### config.mk
export PLATFORM = sky130hd
export DESIGN_NAME = instr_fetch
export DESIGN_NICKNAME = d
export VERILOG_FILES = /design/src/rtl/fetch_pkg.sv /design/src/rtl/fetch_fifo.sv /design/src/rtl/instr_fetch.sv
export SDC_FILE = /design/constraint.sdc
export NUM_CORES = 1
export LEC_CHECK = 0
export CAP_MARGIN = 30
export CORE_MARGIN = 8
export CORE_UTILIZATION = 50
export CTS_CLUSTER_SIZE = 16
export DETAILED_ROUTE_END_ITERATION = 6
export PLACE_DENSITY_LB_ADDON = 0.05
export SLEW_MARGIN = 25
export SYNTH_ARGS = -nofsm -noshare
export SYNTH_HDL_FRONTEND = slang
export SYNTH_SLANG_ARGS = --single-unit
export TNS_END_PERCENT = 30
### constraint.sdc
create_clock -name clk -period 2.2 [get_ports clk]
set_input_delay 0.33 -clock clk [delete_from_list [all_inputs] [get_ports clk]]
set_output_delay 0.33 -clock clk [all_outputs]
set_load 0.1 [all_outputs]
### src/rtl/fetch_pkg.sv
// fetch_pkg: shared types and constants for the instruction fetch block.
//   fetch_state_e  : fetch FSM encoding (IDLE, READ, WRITE)
//   FETCH_DATA_W   : default instruction word width
//   ROM_WORDS      : number of words in the instruction ROM image
//   rom_word()     : ROM contents lookup; words outside the image read as 0
package fetch_pkg;

  typedef enum logic [1:0] {
    ST_IDLE  = 2'd0,
    ST_READ  = 2'd1,
    ST_WRITE = 2'd2
  } fetch_state_e;

  localparam int FETCH_DATA_W = 16;
  localparam int ROM_WORDS    = 4;

  function automatic logic [15:0] rom_word(input int unsigned idx);
    logic [15:0] w;
    case (idx)
      0:       w = 16'h1A01;
      1:       w = 16'h2B02;
      2:       w = 16'h3C03;
      3:       w = 16'h4D04;
      default: w = 16'h0000;
    endcase
    return w;
  endfunction

endpackage

### src/rtl/fetch_fifo.sv
// fetch_fifo: 2-entry in-order buffer between the fetch FSM and decode.
//   clk, reset (sync, active-low)
//   push, din    : write an entry; accepted when not full, or when full with a pop
//   pop          : remove the head entry (ignored when empty)
//   flush        : empty the buffer at this edge
//   dout         : head entry (meaningful only while empty=0)
//   full, empty  : occupancy flags
module fetch_fifo #(
  parameter int W = 20
) (
  input  logic         clk,
  input  logic         reset,
  input  logic         push,
  input  logic         pop,
  input  logic         flush,
  input  logic [W-1:0] din,
  output logic [W-1:0] dout,
  output logic         full,
  output logic         empty
);

  logic [W-1:0] mem [2];
  logic         rd_ptr;
  logic         wr_ptr;
  logic [1:0]   count;
  logic         do_pop;
  logic         do_push;

  assign full    = (count == 2'd2);
  assign empty   = (count == 2'd0);
  assign do_pop  = pop && !empty;
  // When full, wr_ptr == rd_ptr: a simultaneous push reuses the slot being popped.
  assign do_push = push && (!full || do_pop);
  assign dout    = mem[rd_ptr];

  always_ff @(posedge clk) begin
    if (!reset) begin
      rd_ptr <= 1'b0;
      wr_ptr <= 1'b0;
      count  <= 2'd0;
      for (int i = 0; i < 2; i++) mem[i] <= '0;
    end else if (flush) begin
      rd_ptr <= 1'b0;
      wr_ptr <= 1'b0;
      count  <= 2'd0;
    end else begin
      if (do_push) begin
        mem[wr_ptr] <= din;
        wr_ptr      <= ~wr_ptr;
      end
      if (do_pop) rd_ptr <= ~rd_ptr;
      case ({do_push, do_pop})
        2'b10:   count <= count + 2'd1;
        2'b01:   count <= count - 2'd1;
        default: count <= count;
      endcase
    end
  end

endmodule

### src/rtl/instr_fetch.sv
// instr_fetch: fetches instruction words from a small ROM for byte-address
// requests from the PC stage and queues them for decode.
//   clk, reset (sync, active-low)
//   pc_i, pc_valid_i     : request strobe; pc_i must be word aligned
//   flush_i              : drop everything pending/buffered (a strobe in the
//                          same cycle still starts a fresh fetch)
//   instr_ready_i        : decode accepts the head entry
//   instr_o, instr_pc_o, instr_valid_o : head entry of the output buffer
//   misalign_o           : one-cycle pulse after a rejected misaligned strobe
//   busy_o               : FSM active or a request waiting
//   state_dbg            : current FSM state
// Handshake: an entry transfers on a clock edge where instr_valid_o and
// instr_ready_i are both 1; the head stays stable until it transfers.
module instr_fetch
  import fetch_pkg::*;
#(
  parameter int ANCHO  = 4,
  parameter int DATA_W = FETCH_DATA_W
) (
  input  logic              clk,
  input  logic              reset,
  input  logic [ANCHO-1:0]  pc_i,
  input  logic              pc_valid_i,
  input  logic              flush_i,
  input  logic              instr_ready_i,
  output logic [DATA_W-1:0] instr_o,
  output logic [ANCHO-1:0]  instr_pc_o,
  output logic              instr_valid_o,
  output logic              misalign_o,
  output logic              busy_o,
  output fetch_state_e      state_dbg
);

  fetch_state_e      state, next_state;
  logic [ANCHO-1:0]  req_pc;
  logic [DATA_W-1:0] word;
  logic              pend_valid;
  logic [ANCHO-1:0]  pend_pc;
  logic              misalign_q;

  logic              aligned_req;
  logic              push;
  logic              pop;
  logic              push_ok;
  logic              fifo_full;
  logic              fifo_empty;
  logic [ANCHO+DATA_W-1:0] fifo_dout;

  assign aligned_req = pc_valid_i && (pc_i[1:0] == 2'b00);
  assign pop         = instr_valid_o && instr_ready_i;
  assign push_ok     = !fifo_full || pop;

  // State register
  always_ff @(posedge clk) begin
    if (!reset) state <= ST_IDLE;
    else        state <= next_state;
  end

  // Next-state logic; flush overrides, but a same-cycle strobe restarts a fetch.
  always_comb begin
    next_state = state;
    case (state)
      ST_IDLE:  if (aligned_req) next_state = ST_READ;
      ST_READ:  next_state = ST_WRITE;
      ST_WRITE: if (push_ok) next_state = (aligned_req || pend_valid) ? ST_READ : ST_IDLE;
      default:  next_state = ST_IDLE;
    endcase
    if (flush_i) next_state = aligned_req ? ST_READ : ST_IDLE;
  end

  // Output logic
  always_comb begin
    push   = (state == ST_WRITE) && push_ok && !flush_i;
    busy_o = (state != ST_IDLE) || pend_valid;
  end

  // Request / word / pending datapath
  always_ff @(posedge clk) begin
    if (!reset) begin
      req_pc     <= '0;
      word       <= '0;
      pend_valid <= 1'b0;
      pend_pc    <= '0;
      misalign_q <= 1'b0;
    end else begin
      misalign_q <= pc_valid_i && (pc_i[1:0] != 2'b00);
      if (flush_i) begin
        pend_valid <= 1'b0;
        if (aligned_req) req_pc <= pc_i;
      end else begin
        case (state)
          ST_IDLE: if (aligned_req) req_pc <= pc_i;
          ST_READ: begin
            word <= DATA_W'(rom_word(32'(req_pc[ANCHO-1:2])));
            if (aligned_req) begin
              pend_valid <= 1'b1;
              pend_pc    <= pc_i;
            end
          end
          ST_WRITE: begin
            if (push_ok) begin
              // A strobe arriving now is newer than anything pending.
              if (aligned_req)     req_pc <= pc_i;
              else if (pend_valid) req_pc <= pend_pc;
              pend_valid <= 1'b0;
            end else if (aligned_req) begin
              pend_valid <= 1'b1;
              pend_pc    <= pc_i;
            end
          end
          default: ;
        endcase
      end
    end
  end

  fetch_fifo #(.W(ANCHO + DATA_W)) u_fifo (
    .clk   (clk),
    .reset (reset),
    .push  (push),
    .pop   (pop),
    .flush (flush_i),
    .din   ({req_pc, word}),
    .dout  (fifo_dout),
    .full  (fifo_full),
    .empty (fifo_empty)
  );

  assign instr_valid_o = !fifo_empty;
  assign instr_o       = fifo_dout[DATA_W-1:0];
  assign instr_pc_o    = fifo_dout[ANCHO+DATA_W-1:DATA_W];
  assign misalign_o    = misalign_q;
  assign state_dbg     = state;

endmodule

* After elaboration in Yosys (flattened, before gate mapping) *
Memory sizes are Yosys's and may differ from the RTL's. A register that Yosys moved wholly into a read port is not among the register bits.
Index checks and enable logic that the tools add are counted.

word-level totals
  register bits after elaboration = 32
  memory bits (writable) = 40
  output and inout bits = 25
  memories kept = 1

cells by class
  $add $sub $neg = 2
  equality and inequality tests = 12
  multiplexer cells = 30
  bitwise operators = 4
  reductions and logical operators = 29

memory list
  memory      words  width  read ports  clocked after Yosys merged registers in  write ports  line              RTL
  u_fifo.mem  2      20     1           1                                        2            fetch_fifo.sv:22  logic [W-1:0] mem [2];

operators with widths
  kind                 count
  $pmux 16 s4          1
  $mux 4               7
  $mux 20              1
  $reduce_or 20->1     1
  $pmux 4 s2           2
  $mux 1               13
  $eq 2x2->1 const B   5
  $logic_not 2->1      4
  $reduce_bool 2->1    4
  $logic_and 1x1->1    7
  $eq 2x1->1 const B   3
  $mux 2               3
  $ne 3x3->1 const B   2
  $pmux 2 s3           1
  $reduce_and 3->1     2
  $logic_or 1x1->1     4
  $ne 4x4->1 const B   1
  $not 1->1            4
  $pmux 2 s2           1
  $reduce_and 2->1     2
  $logic_not 1->1      3
  $reduce_bool 3->1    1
  $add 2x1->2 const B  1
  $ne 2x2->1 const B   1
  other kinds (3)      3

* Logic depth before layout (Yosys ltp) *
  depth in word-level cells = 13
  depth in mapped cells = 8
  depth with buffers taken out = 8

* Cells and area by module *
Synthesis repeated with hierarchy kept, for this count alone.

unflattened totals
  cells, all modules = 247
  area, all modules = 3005.4 um2

by module, submodules not included
  module       times used  cells each  area an instance (um2)
  fetch_fifo   1           134         2016.9
  instr_fetch  1           113         988.4

* Worst setup path before layout *
Ideal clock, no wire load.

  path kind = reg-to-reg
  start = register state[1] (netlist: state_dbg[1])
  end = memory u_fifo.mem[0][10] (enable)
  library setup time = 0.380 ns
  arrival time = 2.287 ns
  setup slack = -0.467 ns
  stages on the path, launching flop included = 5
  buffers on the path = 0
  clock period less this slack = 2.667 ns
  cells stage by stage = dfxtp_1 ha_1 and2b_1 nand2_4 o21ai_1

RTL lines
  element                   line               RTL
  start: declaration        instr_fetch.sv:34  fetch_state_e state, next_state;
  start signal: assignment  instr_fetch.sv:56  else state <= next_state;
  end: declaration          fetch_fifo.sv:22

==> metrics.md <==
| Metric | Value |
|---|---|
| Status | `finished clean` |
| Worst hold slack | `454 ps` |
| CTS sink cnt | `46` |
| Share of the yosys chip area belonging to registers | `0.501` |
| Worst IR Drop VDD | `roughly 0.4 mV` |
| Endpoint, Worst Hold | `pend_pc[0]$_SDFFE_PN0P_` |
| Number of primary I/O pins | `34` |
| Number of buffers and inverters on the critical path | `2` |
| Cell-by-cell listing of the critical path | `inv_1 -> ha_1 -> and2b_1 -> nand2_4 -> o21ai_1 -> buf_4` |
| Number of instances resized during post-cts repair | `0` |
| Number of hold-slack violations in the final timing report | `0` |
| Core Region | `4380 sq um` |
| Most used flip-flop cell after synthesis | `sky130_fd_sc_hd__dfxtp_1` |
| Clock Latency Late Sink | `around 300 ps` |
| Routed metal-1 wire length | `1.72 mm` |
| Sequential power share | `0.532` |
| Pwr/cell area | `~600 nW/um^2` |
| Syn_area_per_cell | `between 10 and 15 sq um` |
| Effective utilization at floorplan | `0.519` |
| Crit Reg-Reg Startpoint | `state_dbg[0]$_SDFFE_PN0P_` |
| Average wire per cell in the routed design | `14.9 um` |
| Post-Route Skew | `5.95 ps` |
| DR iter-0 viols | `43` |
| Final Slew Violations | `0` |
| Sort of element at the end of the critical path | `flop` |
| Number of rows created at floorplan | `24` |
| First-pass detailed-route iteration total | `4` |
| Cell accounting for the most synthesized area | `sky130_fd_sc_hd__edfxtp_1` |
| Routed vias/inst | `5.28` |
| DR top layer | `met4` |
| Max-slew headroom | `0.530` |
| Slew at the pin closest to its max-slew limit | `700 ps` |
| Ratio of cells with drive above 1 in the final layout | `0.279` |
| Net load switching power | `approximately 480 uW` |
| Post-CTS Setup Bufs | `0` |
| Unrepaired setup endpoints after global routing | `false` |
| Dominant delay contributor by cell family on the critical path | `compound AO/OA/AOI/OAI gates` |
| Worst Hold Depth | `2` |
| Number of global-route vias before repair | `between 1500 and 2000` |
| Slowest stage delay, CP | `560 ps` |
| Reg-to-Reg End | `u_fifo.mem[0][8]$_SDFFCE_PN0P_` |
| Routed Antenna Nets | `0` |
| Start point of the worst hold path | `pend_pc[0]$_SDFFE_PN0P_` |
| GRT overflow | `0` |
| Number of buffers between clock root and the deepest sink | `2` |
| Count of flip-flops with a built-in enable after synthesis | `22` |
| Post-route DRC violation count | `0` |
| Die outline width | `~83 um` |
| Total number of vias | `1580` |
| ANT cells | `0` |
| Filler Cell Count | `345` |
| Net switching share of the total power | `0.278` |
| Antenna violations before repair | `0` |
| Aggregate global-route resource usage | `0.132` |
| H-tree levels | `2` |
| Count of buffers from port buffering | `27` |
| Met3 Wirelength | `229 um` |
| MaxCap Viol Count | `0` |
| Static leakage power | `1.09 nW` |
| Share of the cycle needed by the critical path after routing | `0.905` |
| Required time reported for the critical path endpoint | `roughly 2200 ps` |
| DR WL met2 | `2.41 mm` |
| Pin count of the biggest net entering global routing | `15` |
| Post-Syn Instances | `between 200 and 250` |
| Net count reported at finish | `~260` |
| Internal cell power | `approximately 1.3 mW` |
| Type of the worst min-delay path | `flop to flop` |
| DRT Wirelength | `4.45 mm` |
| Global-route wire length before repair | `7.60 mm` |
| Fraction of registers with async set or reset after synthesis | `0` |
| Routability congestion estimate from global placement | `0.816` |
| CP Max Fanout | `7` |
| Max Clock Freq | `502 MHz` |
| Area growth from synthesis to final layout | `27.2%` |
| Post-synth design cell area | `2280 sq um` |
| Reg2reg path depth | `6` |
| Buffer type at the clock tree root | `sky130_fd_sc_hd__clkbuf_8` |
| # setup viols final | `0` |
| Area of the die | `6970 sq um` |
| CTS tree | `done` |
| Post-CTS clock slew at the launch and capture registers of the worst setup and hold paths | `90 ps` |
| Cts bufs inserted | `5` |
| Time the worst path needs with I/O delays and setup | `1990 ps` |
| Setup TNS Final | `0 ps` |
| Cell with the biggest individual delay on the critical path | `sky130_fd_sc_hd__o21ai_1` |
| Kind of start point of the critical path | `flop` |
| Top cell type's share of synthesized area | `0.290` |
| Hold buffer count at cts | `0` |
| Power share of the clock group | `0.308` |
| CP arrival | `between 2000 and 2500 ps` |
| Portion of total power attributed to combinational logic | `0.160` |
| Die span in y | `83.5 um` |
| Main area contributors after synthesis | `sky130_fd_sc_hd__edfxtp_1, sky130_fd_sc_hd__dfxtp_1, sky130_fd_sc_hd__and2_1` |
| DP HPWL | `3.59 mm` |
| Worst setup path class | `flop to flop` |
| Yosys warning total | `0` |
| Register bit count reported by yosys | `46` |
| Slack of the worst reg-to-reg path | `210 ps` |
| Distinct cells, synth | `42` |
==> layout make-up <==
type | instances | area (sq um) | area share
Sequential cell | 46 | 1140 | 0.395
Inverter | 5 | 18.8 | 0.00648
Multi-Input combinational cell | 145 | 1040 | 0.360
Timing Repair Buffer | 43 | 531 | 0.183
Clock buffer | 6 | 82.6 | 0.0285
Tap cell | 52 | 65.1 | 0.0225
Clock inverter | 2 | 12.5 | 0.00432
==> metal layers <==
layer,up-vias,track usage
met3,8,0.0430
met4,0,0.0581
li1,781,-
met2,40,0.253
met5,-,0
met1,751,0.123
==> worst max path at each step <==
stage / cells past startpoint / endpoint / startpoint / slack (ps)
floorplan: 4 / u_fifo.mem[0][10]$_SDFFCE_PN0P_ / state_dbg[1]$_SDFFE_PN0P_ / -100
global placement: 4 / u_fifo.mem[0][14]$_SDFFCE_PN0P_ / flush_i / -110
detailed placement: 5 / u_fifo.mem[0][8]$_SDFFCE_PN0P_ / flush_i / -80
CTS: 6 / u_fifo.mem[0][8]$_SDFFCE_PN0P_ / state_dbg[0]$_SDFFE_PN0P_ / 140
global route: 6 / u_fifo.mem[0][8]$_SDFFCE_PN0P_ / state_dbg[0]$_SDFFE_PN0P_ / 80
finish: 6 / u_fifo.mem[0][8]$_SDFFCE_PN0P_ / state_dbg[0]$_SDFFE_PN0P_ / 210
==> Yosys cell counts (all sizes together) (5+ instances only) <==
master / number
nand2: 15
nor3: 5
nor3b: 7
buf: 11
ha: 9
and2: 22
nor2: 15
edfxtp: 22
a21oi: 7
nand2b: 5
mux2: 11
inv: 5
o21ai: 8
dfxtp: 24
==> logic make-up (layout without fill, tap and decap cells) <==
| logic type | Yosys count | after routing | share of synthesized area |
|---|---|---|---|
| buffers and inverters | 20 | 56 | 0.0489 |
| AO/OA/AOI/OAI | 30 | 30 | 0.104 |
| XOR/XNOR | 4 | 4 | 0.0154 |
| adder cells (fa/ha/maj) | 9 | 9 | 0.0495 |
| flip-flops | 46 | 46 | 0.501 |
| other | 1 | 6 | 0.00165 |
| multiplexers | 14 | 14 | 0.0676 |
| AND/OR/NAND/NOR | 82 | 82 | 0.212 |
==> power by group through the flow <==
stage / registers [mW] / clock network (mW) / logic, mW
after floorplan: 0.951 / 0 / 0.185
after global placement: 0.940 / 0 / 0.271
after detailed placement: 0.942 / 0 / 0.278
after CTS: 0.922 / 0.549 / 0.278
after global routing: 0.924 / 0.576 / 0.289
final: 0.921 / 0.534 / 0.277
==> worst register-to-register path: cells and delay by family, from the launching register on <==
family	cells	cell delay, ps
compound gates	1	560
fa+ha+maj	1	170
buf+inv	2	370
flops	1	340
simple gates	2	270
==> layout by cell type, fill, tap and decap left out, types with 5 or more instances in the layout <==
master,n
sky130_fd_sc_hd__and2_1,22
sky130_fd_sc_hd__dfxtp_1,22
sky130_fd_sc_hd__mux2_2,11
sky130_fd_sc_hd__ha_1,9
sky130_fd_sc_hd__nor2_1,15
sky130_fd_sc_hd__conb_1,6
sky130_fd_sc_hd__o21ai_0,5
sky130_fd_sc_hd__nand2b_1,5
sky130_fd_sc_hd__edfxtp_1,22
sky130_fd_sc_hd__clkdlybuf4s50_1,8
sky130_fd_sc_hd__inv_1,5
sky130_fd_sc_hd__buf_4,20
sky130_fd_sc_hd__buf_12,15
sky130_fd_sc_hd__nand2_1,14
sky130_fd_sc_hd__clkbuf_8,6
sky130_fd_sc_hd__a21oi_1,7
==> state kept, by name (all words and copies together) (netlist names), named ones only <==
name / count
pend_valid: 1
u_fifo.mem: 22
u_fifo.count: 2
word: 7
state_dbg: 2
pend_pc: 4
misalign_o: 1
req_pc: 4
u_fifo.rd_ptr: 1
u_fifo.wr_ptr: 1
==> stage by stage <==
| step | cells | setup WS, ps | utilization | instance area, sq um | power (mW) |
|---|---|---|---|---|---|
| after floorplan | 211 | -104 | - | 2300 | 1.14 |
| after global placement | 289 | -105 | 0.635 | 2790 | 1.21 |
| after detailed placement | 291 | -78.5 | 0.639 | 2800 | 1.22 |
| after CTS | 299 | 141 | 0.660 | 2900 | 1.75 |
| after global routing | 299 | 76.8 | 0.660 | 2900 | 1.79 |
| final | 299 | 209 | 0.660 | 2900 | 1.73 |
Note: power is estimated with default switching activity, not from simulation.
